File: src/rtl/ikaopll_bus_writer.sv
// Purpose : serialises 8-bit register writes onto the OPLL CS_n/WR_n/A0/D bus as an
//           address cycle followed by a data cycle, each timed in phiM ticks.
// Latency : 4+2*STROBE_LEN+ADDR_WAIT+DATA_WAIT ticks per write (2+STROBE_LEN+DATA_WAIT
//           on an address-cache hit); READY low for the whole write, so no queueing.
// Option  : IKAOPLL_BUSWR_ADDR_CACHE_EN skips the address cycle when the address repeats.
module ikaopll_bus_writer #(
  parameter int STROBE_LEN = 2,
  parameter int ADDR_WAIT  = 12,
  parameter int DATA_WAIT  = 84
) (
  input  logic       i_EMUCLK,
  input  logic       i_IC_n,
  input  logic       i_phiM_PCEN_n,
  input  logic       i_REQ_VALID,
  input  logic [7:0] i_REQ_ADDR,
  input  logic [7:0] i_REQ_DATA,
  output logic       o_REQ_READY,
  output logic       o_CS_n,
  output logic       o_WR_n,
  output logic       o_A0,
  output logic [7:0] o_D,
  output logic       o_D_OE,
  output logic       o_BUSY
);

  typedef enum logic [3:0] {
    IDLE, A_SETUP, A_STB, A_HOLD, A_WAIT, D_SETUP, D_STB, D_HOLD, D_WAIT
  } state_t;

  localparam logic [7:0] STB_LD = 8'(STROBE_LEN);
  localparam logic [7:0] AW_LD  = 8'(ADDR_WAIT);
  localparam logic [7:0] DW_LD  = 8'(DATA_WAIT);

  state_t     state, state_nxt;
  logic [7:0] cnt, cnt_nxt;
  logic [7:0] addr_q, data_q;
  logic       a0_q, a0_nxt;
  logic       rdy_en;
  logic       accept;
  logic       tick;
  logic       cache_hit;

  assign tick = ~i_phiM_PCEN_n;

`ifdef IKAOPLL_BUSWR_ADDR_CACHE_EN
  logic [7:0] cache_addr;
  logic       cache_vld;
  logic       cache_upd;

  assign cache_hit = cache_vld && (cache_addr == i_REQ_ADDR);
  // The address is only cached once its cycle (including recovery) has fully completed.
  assign cache_upd = (state == A_WAIT) && tick && (cnt == 8'd1);

  // Last completed address and its valid bit; reset invalidates it.
  always_ff @(posedge i_EMUCLK or negedge i_IC_n) begin
    if (!i_IC_n) begin
      cache_addr <= 8'h00;
      cache_vld  <= 1'b0;
    end else if (cache_upd) begin
      cache_addr <= addr_q;
      cache_vld  <= 1'b1;
    end
  end
`else
  assign cache_hit = 1'b0;
`endif

  // Next-state and phase counter: STB/WAIT phases load the counter on entry and leave at 1.
  always_comb begin
    state_nxt = state;
    cnt_nxt   = cnt;
    a0_nxt    = a0_q;
    accept    = 1'b0;
    case (state)
      IDLE: begin
        // Acceptance is not tick-qualified: any EMUCLK edge with VALID and READY.
        if (rdy_en && i_REQ_VALID) begin
          accept = 1'b1;
          if (cache_hit) begin
            state_nxt = D_SETUP;
            a0_nxt    = 1'b1;
          end else begin
            state_nxt = A_SETUP;
            a0_nxt    = 1'b0;
          end
        end
      end
      A_SETUP: if (tick) begin
        state_nxt = A_STB;
        cnt_nxt   = STB_LD;
      end
      A_STB: if (tick) begin
        if (cnt == 8'd1) state_nxt = A_HOLD;
        else             cnt_nxt   = cnt - 8'd1;
      end
      A_HOLD: if (tick) begin
        state_nxt = A_WAIT;
        cnt_nxt   = AW_LD;
      end
      A_WAIT: if (tick) begin
        if (cnt == 8'd1) begin
          state_nxt = D_SETUP;
          a0_nxt    = 1'b1;
        end else begin
          cnt_nxt = cnt - 8'd1;
        end
      end
      D_SETUP: if (tick) begin
        state_nxt = D_STB;
        cnt_nxt   = STB_LD;
      end
      D_STB: if (tick) begin
        if (cnt == 8'd1) state_nxt = D_HOLD;
        else             cnt_nxt   = cnt - 8'd1;
      end
      D_HOLD: if (tick) begin
        state_nxt = D_WAIT;
        cnt_nxt   = DW_LD;
      end
      D_WAIT: if (tick) begin
        if (cnt == 8'd1) state_nxt = IDLE;
        else             cnt_nxt   = cnt - 8'd1;
      end
      default: state_nxt = IDLE;
    endcase
  end

  // State, counter, A0 and request latches; rdy_en keeps READY low until the first edge after reset.
  always_ff @(posedge i_EMUCLK or negedge i_IC_n) begin
    if (!i_IC_n) begin
      state  <= IDLE;
      cnt    <= 8'h00;
      a0_q   <= 1'b0;
      addr_q <= 8'h00;
      data_q <= 8'h00;
      rdy_en <= 1'b0;
    end else begin
      state  <= state_nxt;
      cnt    <= cnt_nxt;
      a0_q   <= a0_nxt;
      rdy_en <= 1'b1;
      if (accept) begin
        addr_q <= i_REQ_ADDR;
        data_q <= i_REQ_DATA;
      end
    end
  end

  // Bus pins decode straight from the state so reset releases CS_n/WR_n without waiting for a clock.
  always_comb begin
    o_CS_n      = 1'b1;
    o_WR_n      = 1'b1;
    o_D_OE      = 1'b0;
    o_D         = 8'h00;
    o_A0        = a0_q;
    o_BUSY      = (state != IDLE);
    o_REQ_READY = rdy_en && (state == IDLE);
    case (state)
      A_SETUP: begin o_CS_n = 1'b0;                 o_D_OE = 1'b1; o_D = addr_q; end
      A_STB:   begin o_CS_n = 1'b0; o_WR_n = 1'b0;  o_D_OE = 1'b1; o_D = addr_q; end
      A_HOLD:  begin                                o_D_OE = 1'b1; o_D = addr_q; end
      D_SETUP: begin o_CS_n = 1'b0;                 o_D_OE = 1'b1; o_D = data_q; end
      D_STB:   begin o_CS_n = 1'b0; o_WR_n = 1'b0;  o_D_OE = 1'b1; o_D = data_q; end
      D_HOLD:  begin                                o_D_OE = 1'b1; o_D = data_q; end
      default: ;
    endcase
  end

endmodule

File: config.mk
export PLATFORM = sky130hd
export DESIGN_NAME = ikaopll_bus_writer
export DESIGN_NICKNAME = d
export VERILOG_FILES = /design/src/rtl/ikaopll_bus_writer.sv
export SDC_FILE = /design/constraint.sdc
export NUM_CORES = 1
export LEC_CHECK = 0
export CORE_MARGIN = 5
export CORE_UTILIZATION = 45
export DETAILED_ROUTE_END_ITERATION = 10
export GPL_TIMING_DRIVEN = 1
export PLACE_DENSITY = 0.85
export REMOVE_ABC_BUFFERS = 1
export SETUP_SLACK_MARGIN = 0.05
export SLEW_MARGIN = 20
export SYNTH_ARGS = -nofsm -noshare
export SYNTH_HDL_FRONTEND = slang
export SYNTH_SLANG_ARGS = --single-unit
File: constraint.sdc
create_clock -name i_EMUCLK -period 1.9 [get_ports i_EMUCLK]
set_input_delay 0.38 -clock i_EMUCLK [delete_from_list [all_inputs] [get_ports i_EMUCLK]]
set_output_delay 0.38 -clock i_EMUCLK [all_outputs]
set_load 0.05 [all_outputs]
# ---- Word level (Yosys, flattened, before mapping)
# Cells that the tools add are included.
dict set report classes {
  add_sub_neg 1
  n_eq_ne 25
  mux 30
  n_reduce_logical 16
}
# cell n
set ops {}
lappend ops {{$mux W4} 13}
lappend ops {{$mux W8} 5}
lappend ops {{$pmux W4 S9} 1}
lappend ops {{$ne A2 B2 Y1 const B} 16}
lappend ops {{$pmux W8 S4} 1}
lappend ops {{$eq A4 B3 Y1 const B} 4}
lappend ops {{$pmux W8 S2} 1}
lappend ops {{$reduce_and A13 Y1} 1}
lappend ops {{$eq A4 B2 Y1 const B} 2}
lappend ops {{$eq A8 B1 Y1 const B} 1}
lappend ops {{$mux W1} 8}
lappend ops {{$reduce_bool A4 Y1} 2}
lappend ops {{$reduce_or A4 Y1} 2}
lappend ops {{$sub A8 B1 Y8 const B} 1}
lappend ops {{$reduce_and A6 Y1} 1}
lappend ops {{$reduce_or A3 Y1} 2}
lappend ops {{$reduce_or A6 Y1} 1}
lappend ops {{$eq A4 B1 Y1 const B} 1}
lappend ops {{$eq A4 B4 Y1 const B} 1}
lappend ops {{$logic_not A4 Y1} 1}
lappend ops {{$reduce_and A4 Y1} 1}
lappend ops {{$reduce_or A2 Y1} 2}
lappend ops {{$logic_and A1 B1 Y1} 2}
lappend ops {{$pmux W1 S2} 1}
lappend ops {{$reduce_bool A2 Y1} 1}
dict set report totals {
  ff_bits 30
  input_bits 20
  elab_cells 78
}

# ---- Longest topological paths before layout
# Gate-level depths: netlist of the first run.
dict set report depth {
  word_depth 4
  ltp_mapped 7
  depth_no_buf 6
}

# ---- Worst setup path before layout of the first run
# Ideal clock, no wire load.
dict set report synth_timing {
  path_type {register to output}
  startpoint {register state[1]}
  endpoint {output port o_D[0]}
  arrival_time_ps 1702
  path_slack_ps -182
  stages_incl_launch_ff 4
  path_buffers 1
  cell_sequence {dfrtp_1 -> clkbuf_1 -> o21ai_1 -> nor2_1}
}
dict set report synth_between {
  elab_chain_cells 3
  word_cells_on_any_way 9
  classes_between {eq/ne: 6; mux: 1; reduce/logical: 2}
}
# element line
set synth_lines {}
lappend synth_lines {{start, declared} 34} ;# state_t state, state_nxt;
lappend synth_lines {{start signal, assigned} 138} ;# state <= state_nxt;
lappend synth_lines {{$eq A4 B3 Y1 (tied with other cells)} 158} ;# case (state)
lappend synth_lines {{$reduce_or A3 Y1 (no source line)} --}
lappend synth_lines {{$pmux W8 S2 (*)} 158}
lappend synth_lines {{end, declared} 21} ;# output logic [7:0] o_D,
# Every way passes the cells marked *; elsewhere a longest branch is shown, timed or not.

# ---- Worst setup path in the final report of the first run
dict set report layout_timing {
  startpoint {register state[2]}
  endpoint {output port o_REQ_READY}
}
dict set report layout_between {
  elab_chain_cells 2
}
# element line
set layout_lines {}
lappend layout_lines {{$logic_not A4 Y1} 157} ;# o_REQ_READY = rdy_en && (state == IDLE);
lappend layout_lines {{$logic_and A1 B1 Y1} 157}
lappend layout_lines {{end, declared} 17} ;# output logic o_REQ_READY,
# Every way passes these cells.

==> run summary, run 1 <==
Status: finished, final reports clean
DP Worst Slack: 0.06299 ns
Inserted Clock Buffers: 5
# placed instances: 246
Worst hold path type: in -> async
Hold Vio Cnt, Final: 0
Seq/Total Area, Yosys: 45.94%
DIE AREA: 4936 um^2
Async SR Flop Fraction: 100.0%
CTS tree: yes
Routed Antenna Nets: 0
Hold_buf cts: 0
Clock transition at path regs: 0.10 ns
Post-Syn Area: 1634 um^2
Gpl congestion: 0.8831
RSZ-0062 raised after global routing: true
GR Overflow Total: 0
Antenna cells: 0
Post-route minimum period: 1.892 ns
Period utilization: 99.56%
Mapped Cells: 159
Largest net degree at the start of global routing: 31
PwrDens: 2081 nW/um^2
Clock Latency Late Sink: 0.33 ns
First-pass GRT wire length: 6596 um
Achievable Freq: 0.5287 GHz
R2r worst-path depth: 7
Core area: 3416 um^2
Std-Cell Rows: 21
Initial Util: 47.84%
Yosys cell types: 43
Lkg Pwr: 1.025 nW
Most used DFF post-synth: dfrtp_1
Worst VDD drop: 1472 uV
Maximum capacitance violations: 0
Req. time, crit path: 1.52 ns
Fin worst setup slack: 0.008397 ns
Vias: 1,409
Post-Route WL: 4158 um
Nets: 236
Worst setup SP type: flop
Synth area leader: dfrtp_1
Ports: 34
Clock net sink count: 30
CP endpoint kind: primary output
GR peak layer: met2
Final Non-Filler Cells: 260
DRC Markers: 0
Post-Route Utilization: 68.57%
Max Slew Vio Count: 0
Area grow syn2layout: 43.34%
1st-pass router iterations: 4
Post-synth top area share: 45.94%
CTS H-tree depth: 2
Multi-input logic area: 857.1 um^2
Crit path kind: reg -> out
Yosys warns: 0
Vias in the first global route: 1,389
Routed vias/inst: 5.419
Final setup vio count: 0
FILL cells: 244
Clock Tree Root: clkbuf_4
Skew final: 0.009803 ns
Hold slack: 0.4252 ns
GR Util met2: 26.82%
Die Wd: 70.26 um
Met3 Track Usage GR: 3.874%
FF+latch count, synth: 30
DRT iter0 DRCs: 57
Routed wire per std cell: 15.99 um
Input/output buffers: 33
Initial antenna violation count: 0
Worst EP arrival: 1.51 ns
Crit-path max FO: 5
Longest Clk Path Bufs: 2
Post-DP HPWL: 2796 um
Sequential cell area: 755.7 um^2
Layout cells sized above 1: 33.64%
Die height: 70.26 um
Synth area leaders: dfrtp_1 (46%), mux2_1 (6.2%), mux2i_1 (4.9%)
Post-synth EDFFs: 0
GRT Total Usage: 16.63%
Synth Area per Inst: 10.28 um^2
Met1 GRT Util: 21.68%
[area by class of cell]
type,count,area share [%]
Multi-Input combinational cell,112,36.59
Sequential cell,30,32.26
Timing Repair Buffer,58,24.09
Tap cell,46,2.457
Clock buffer,6,2.190
Clock inverter,1,1.282
Inverter,7,1.122
[final timing paths]
path                            from           to  slack [ns]
min in group i_EMUCLK      data_q[1]    data_q[1]        0.50
min reg2reg                data_q[1]    data_q[1]        0.50
max                         state[2]  o_REQ_READY       0.008
min                           i_IC_n       cnt[2]        0.43
max in group asynchronous     i_IC_n     state[1]        1.17
max reg2reg                 state[2]       cnt[5]        0.04
[registers in the layout, indices dropped and copies added, names as in the netlist]
register and flops:
o_A0 1, data_q 8, addr_q 8, cnt 8, rdy_en 1, state 4
[synthesized netlist by cell type (3+ instances only)]
master and instances:
o21ai_0 5, buf_2 3, dfrtp_1 30, mux2i_1 8
nand3_1 3, mux2_2 7, inv_1 6, o31ai_1 5
nand2_1 8, buf_6 3, o21ai_1 3, nor3_1 6
mux2_1 9, clkbuf_1 4, a21oi_1 6, nor2_1 18
[placed cells by master (no fill, tap or decap), types with 3 or more instances in the layout]
cell type / count
buf_4: 27
nand2_1: 8
dfrtp_1: 26
nor2_1: 13
a21oi_1: 6
clkdlybuf4s50_1: 19
mux2_2: 7
inv_1: 6
o21ai_0: 5
mux2i_1: 7
mux2_1: 9
dfrtp_2: 4
o21ai_1: 3
nor2_2: 5
clkbuf_4: 5
o31ai_1: 5
buf_6: 6
buf_12: 4
nor3_1: 6
[where the power goes]
| part | internal (mW) | total [mW] | switching [mW] |
|---|---|---|---|
| sequential | 0.937 | 1.21 | 0.270 |
| clock | 0.306 | 0.524 | 0.218 |
| combinational | 1.37 | 3.14 | 1.77 |
| total | 2.62 | 4.87 | 2.26 |
[layer usage]
metal | up-vias | part of all wire (%)
met4 | 0 | 1.4
li1 | 672 | -
met2 | 46 | 51
met3 | 6 | 4.3
met1 | 685 | 43
met5 | - | 0
[metrics by stage]
stage,power [mW],setup TNS [ns],cell area (um^2)
after CTS,4.621,0,2243
after global routing,5.143,-0.08464,2342
after detailed placement,3.996,0,2111
after floorplan,2.949,-3.029,1570
final,4.875,0,2342
after global placement,3.939,0,2111
[cells by family after synthesis]
group	after synthesis	share of synthesized area [%]
AND/OR/NAND/NOR	50	16.00
buffers and inverters	17	5.512
AO/OA/AOI/OAI	31	12.33
XOR/XNOR	3	1.608
flip-flops	30	45.94
multiplexers	25	16.85
adder cells (fa/ha/maj)	2	1.531
other	1	0.2295
[critical path: stages (launching register included)]
cell	delay [ns]
dfrtp_2	0.47
nor4_4	0.28
buf_4	0.16
and2_4	0.14
buf_12	0.13
[timing repair]
action	in CTS	in global routing
setup endpoints to repair	13	12
resized for setup	8	19
pin swaps	0	3
buffers inserted	4	3
No activity file was read; power rests on OpenSTA's default activity.
==> inputs of run 2 (changes only) <==
Settings changed: HOLD_SLACK_MARGIN set to 0.03.
==> results of run 2 <==
The final DEF is identical to that of run 1; final timing and power are the same.
